===== src/rtl/idu_rf_pipe_fwd.sv =====
// Register-read stage for one issue pipe: drives source tags to the RF and resolves operands from EX/CDB forwarding or RF data.
// Latency: one cycle from accept to out_vld; operand values are combinational from fwd_*/RF in the cycle the entry is held.
// Backpressure: in_rdy = !stage_vld | out_rdy; on a stall each operand is captured once and frozen until the entry leaves.
module idu_rf_pipe_fwd #(
    parameter int XLEN   = 64,
    parameter int PREG_W = 6,
    parameter int NSRC   = 2,
    parameter int NFWD   = 8,
    parameter int PLD_W  = 96
) (
    input  logic                    clk,
    input  logic                    rst_clk,
    input  logic                    rtu_global_flush,
    input  logic                    in_vld,
    output logic                    in_rdy,
    input  logic [PLD_W-1:0]        in_payload,
    input  logic [NSRC-1:0]         in_psrc_vld,
    input  logic [NSRC*PREG_W-1:0]  in_psrc,
    input  logic [NFWD-1:0]         fwd_vld,
    input  logic [NFWD*PREG_W-1:0]  fwd_preg,
    input  logic [NFWD*XLEN-1:0]    fwd_result,
    output logic [NSRC-1:0]         x_rf_preg_psrc_vld,
    output logic [NSRC*PREG_W-1:0]  x_rf_preg_psrc,
    input  logic [NSRC*XLEN-1:0]    x_rf_psrc_value,
    output logic                    out_vld,
    input  logic                    out_rdy,
    output logic [PLD_W-1:0]        out_payload,
    output logic [NSRC-1:0]         out_psrc_vld,
    output logic [NSRC*XLEN-1:0]    out_psrc_value
);

    logic                   stage_vld;
    logic [PLD_W-1:0]       payload_q;
    logic [NSRC-1:0]        psrc_vld_q;
    logic [NSRC*PREG_W-1:0] psrc_q;
    logic [NSRC-1:0]        cap_q;
    logic [NSRC*XLEN-1:0]   capv_q;

    logic [NSRC-1:0]        fwd_hit;
    logic [NSRC*XLEN-1:0]   fwd_val;
    logic [NSRC*XLEN-1:0]   res_val;
    logic                   accept;
    logic                   stall;
    logic                   drain;

    assign in_rdy = !stage_vld || out_rdy;
    assign accept = in_vld && in_rdy;
    assign stall  = stage_vld && !out_rdy;
    assign drain  = stage_vld && out_rdy;

    // Scan from highest index down so the lowest matching source is the one left standing.
    always_comb begin
        fwd_hit = '0;
        fwd_val = '0;
        for (int i = 0; i < NSRC; i++) begin
            for (int k = NFWD - 1; k >= 0; k--) begin
                if (fwd_vld[k] && (fwd_preg[k*PREG_W +: PREG_W] == psrc_q[i*PREG_W +: PREG_W])) begin
                    fwd_hit[i]               = 1'b1;
                    fwd_val[i*XLEN +: XLEN]  = fwd_result[k*XLEN +: XLEN];
                end
            end
        end
    end

    always_comb begin
        res_val = '0;
        for (int i = 0; i < NSRC; i++) begin
            if (!psrc_vld_q[i]) begin
                res_val[i*XLEN +: XLEN] = '0;
            end else if (cap_q[i]) begin
                res_val[i*XLEN +: XLEN] = capv_q[i*XLEN +: XLEN];
            end else if (fwd_hit[i]) begin
                res_val[i*XLEN +: XLEN] = fwd_val[i*XLEN +: XLEN];
            end else begin
                res_val[i*XLEN +: XLEN] = x_rf_psrc_value[i*XLEN +: XLEN];
            end
        end
    end

    always_ff @(posedge clk or negedge rst_clk) begin
        if (!rst_clk) begin
            stage_vld  <= 1'b0;
            payload_q  <= '0;
            psrc_vld_q <= '0;
            psrc_q     <= '0;
            cap_q      <= '0;
            capv_q     <= '0;
        end else if (rtu_global_flush) begin
            stage_vld  <= 1'b0;
            payload_q  <= '0;
            psrc_vld_q <= '0;
            psrc_q     <= '0;
            cap_q      <= '0;
            capv_q     <= '0;
        end else if (accept) begin
            stage_vld  <= 1'b1;
            payload_q  <= in_payload;
            psrc_vld_q <= in_psrc_vld;
            psrc_q     <= in_psrc;
            cap_q      <= '0;
            capv_q     <= '0;
        end else if (stall) begin
            // Freeze each operand on the first stalled edge; forwarding sources may vanish afterwards.
            for (int i = 0; i < NSRC; i++) begin
                if (!cap_q[i]) begin
                    cap_q[i]                <= 1'b1;
                    capv_q[i*XLEN +: XLEN]  <= res_val[i*XLEN +: XLEN];
                end
            end
        end else if (drain) begin
            stage_vld  <= 1'b0;
            payload_q  <= '0;
            psrc_vld_q <= '0;
            psrc_q     <= '0;
            cap_q      <= '0;
            capv_q     <= '0;
        end
    end

    assign out_vld            = stage_vld;
    assign out_payload        = payload_q;
    assign x_rf_preg_psrc_vld = psrc_vld_q;
    assign x_rf_preg_psrc     = psrc_q;
    assign out_psrc_vld       = psrc_vld_q;
    assign out_psrc_value     = res_val;

endmodule


===== config.mk =====
export PLATFORM = sky130hd
export DESIGN_NAME = idu_rf_pipe_fwd
export DESIGN_NICKNAME = d
export VERILOG_FILES = /design/src/rtl/idu_rf_pipe_fwd.sv
export SDC_FILE = /design/constraint.sdc
export NUM_CORES = 1
export LEC_CHECK = 0
export ABC_AREA = 0
export CORE_AREA = 2 2 411 413
export CTS_CLUSTER_DIAMETER = 120
export CTS_CLUSTER_SIZE = 8
export DETAILED_ROUTE_END_ITERATION = 8
export DIE_AREA = 0 0 413 415
export PLACE_DENSITY_LB_ADDON = 0.2
export SLEW_MARGIN = 25
export SYNTH_ARGS = -nofsm -noshare
export SYNTH_HDL_FRONTEND = slang
export SYNTH_SLANG_ARGS = --single-unit

===== constraint.sdc =====
create_clock -name clk -period 3.79 [get_ports clk]
set_input_delay 0.379 -clock clk [delete_from_list [all_inputs] [get_ports clk]]
set_output_delay 0.379 -clock clk [all_outputs]
set_load 0.02 [all_outputs]

==> summary.txt <==
Flow run
  • MaxCap Viol Count: 0

STA
  • Max Fclk: around 0.25 GHz
  • Clock Skew: 31.4 ps
  • TNS Setup: -9550 ps
  • Final Hold Fails: 0
  • RSZ-0062 raised after global routing: yes
  • Final period utilization: 107%
  • Worst setup margin: -253 ps
  • Pins Over Slew Limit: 0
  • Crit path time final: slightly above 4000 ps
  • Final setup vio count: 108
  • Worst slew pin tran: 882 ps
  • Slew margin rel.: 41.2%

Power and ir drop
  • Lkg Pwr: approximately 0.018 uW
  • Peak VDD IR: 0.000311 V
  • Pwr Density: 231 mW/mm2
  • Int Power: 6750 uW
  • Sequential power share: about a quarter
  • Combinational fraction of design power: 39.7%
  • NetSw: 3900 uW
  • Sw Share: roughly 37%
  • Clk pwr share: 34.9%

Routing
  • Routed via count: approximately 34000
  • 1st-pass router iterations: 7
  • Total Routed Length: around 250000 um
  • Residual DRC: 0
  • Final ANT Viol Nets: 0
  • DRT iter0 DRCs: between 3000 and 4000
  • Routed WL per cell: 38.9 um
  • Vias per cell: 5.30

Synth
  • Avg Inst Size Synth: 8.12 um2
  • FF+latch count, synth: 240
  • Mapped cell area: 0.0221 mm2
  • Yosys warns: 0
  • Mapped Cells: 2722
  • Netlist cell types: 62
  • Synth Flop Type: dfrtp_1
  • Syn Nets: 3533
  • Post-synth EDFFs: 0
  • Post-synthesis sequential area ratio: 27.2%
  • Synth async-reset ratio: 100%

GRT
  • Initial antenna violation count: 134
  • First-pass GRT wire length: 307000 um
  • Pin count of the biggest net entering global routing: 98
  • GR Util All Layers: 26.2%
  • GRT overflow: 0
  • Vias in the first global route: 32664

Placed design
  • Dpl ws: -532 ps
  • DPL Wire Length: between 150000 and 200000 um
  • Placed insts: 6069
  • Buffers on Ports: about 1100
  • Gpl congestion: about 0.9

Clock network
  • Longest Clk Path Bufs: 3
  • Max H-tree Level: 2
  • CTS tree: yes
  • CTS clock-pin slew for the worst setup and hold paths: 60 ps
  • Worst-skew pair later-pin latency: 630 ps
  • # clock sinks: 240
  • CTS Buf Count: 40
  • Clock root buffer: clkbuf_16

Min path
  • Worst hold path class: input port to flip-flop
  • Hold Path Cell Cnt: 2

Worst setup path
  • Cell depth of the worst setup path: 13
  • CP bufs+invs: 6
  • Req. time, crit path: 3410 ps
  • Critical path's slowest cell: dfrtp_1
  • R2r worst-path depth: 16
  • Crit path kind: flip-flop to output port
  • CP Max Fanout: 7
  • Worst endpoint data arrival time: 3660 ps
  • Worst path max stage delay: about 400 ps
  • Worst setup EP type: output port
  • CP startpoint kind: flip-flop
  • Sequence of cells on the critical path: buf_12 > xnor2_2 > buf_4 > nand4_1 > clkbuf_16 > buf_12 > buf_4 > o2111ai_1 > a31oi_1 > a211o_1 > a221o_1 > o211a_1 > buf_6
  • CP delay by family, top: compound AO/OA/AOI/OAI gates

Die
  • Die area: approximately 0.17 mm2
  • Initial Util: 13.3%
  • Core Area: roughly 0.17 mm2
  • Die H: 415 um
  • FP Rows: 150
  • Die Wd: around 410 um
  • I/O Pins: 1053

Final layout
  • Post-Layout Cell Count: 6429
  • Sequential Area: between 0.006 and 0.007 mm2
  • Share of cells above drive strength 1: 28.8%
  • Final net count: 4963
  • Layout filler cell count: 17939
  • Most common cell after layout, fill and taps aside: clkdlybuf4s50_1
  • Multi-input gate area: 0.0167 mm2
  • Most frequent cells in the layout: 922 x clkdlybuf4s50_1, 449 x buf_4, 235 x dfrtp_1, 207 x o21ai_0, 171 x nand3_1
  • Area Growth Syn to Fin: 108%

Status
  • Failing checks: setup timing
  • Status: finished with violations
-- layout make-up --
| cell class | instances | share of cell area (%) |
|---|---|---|
| Multi-Input combinational cell | 2090 | 36.3 |
| Clock buffer | 46 | 2.29 |
| Clock inverter | 10 | 0.321 |
| Tap cell | 2204 | 5.99 |
| Timing Repair Buffer | 1765 | 41.6 |
| Inverter | 15 | 0.128 |
| Antenna cell | 59 | 0.321 |
| Sequential cell | 240 | 13.1 |
-- flip-flops by register name (all words and copies together) (netlist names) --
register / flops
out_payload: 96
x_rf_preg_psrc: 12
out_psrc_vld: 2
capv_q: 128
out_vld: 1
cap_q: 1
-- routing by layer --
layer  GRT usage [%]  vias up  share of wire [%]
met1            31.1    16996                 38
li1                -    14052                  -
met4            12.8      106                5.7
met5               0        -               0.27
met3            8.06      640                9.6
met2            42.7     2307                 46
-- synth_stat cells (69+ instances only) --
cell / count / area, um2
nand2_1: 94 / 353
nor3_1: 123 / 616
dfrtp_1: 240 / 6010
a32oi_1: 126 / 1100
a21oi_1: 92 / 460
a221o_1: 106 / 1060
a31oi_1: 70 / 438
a2bb2oi_1: 69 / 604
clkbuf_1: 296 / 1110
a22o_1: 168 / 1470
a221oi_1: 76 / 666
nand3_1: 177 / 886
o21ai_0: 283 / 1420
-- final timing paths --
kind | from | endpoint | slack [ps]
min in group asynchronous | rst_clk | out_payload[6] | 360
min | in_psrc[9] | x_rf_preg_psrc[9] | 340
max in group asynchronous | rst_clk | capv_q[84] | 2440
max | x_rf_preg_psrc[11] | out_psrc_value[113] | -250
min reg2reg | capv_q[124] | capv_q[124] | 490
max reg2reg | x_rf_preg_psrc[8] | capv_q[89] | 620
-- cell families after synthesis --
group,Yosys count,synth area share (%)
AOI/OAI and AO/OA,1365,46.7
xor gates and xnor gates,96,3.80
buffers and inverters,392,7.26
DFF,240,27.2
and+or+nand+nor,629,15.1
-- metrics by stage --
stage	util (%)	total power [uW]	hold WS [ps]	area, um2
5_1_grt	27.6	11000	314	46000
2_1_floorplan	-	3810	83.4	22100
3_3_place_gp	23.4	6370	461	39000
6_report	27.6	10700	343	46100
3_5_place_dp	23.4	6360	468	39000
4_1_cts	25.0	10300	281	41600
-- power by group through the flow --
stage                     Combinational, uW  Clock, uW  Sequential (uW)
after floorplan                        1000          0             2810
after global placement                 3620          0             2760
after detailed placement               3610          0             2750
after CTS                              3770       3850             2710
after global routing                   4350       3920             2720
final                                  4230       3710             2710
-- what timing repair did --
action	in CTS	in global routing
gates resized for setup	452	571
pin swaps	78	227
hold buffers	1	0
endpoints found under the setup margin	128	128
hold endpoints to repair	75	0
setup buffers	52	178
cloned	5	30
Note: power is estimated with default switching activity, not from simulation.
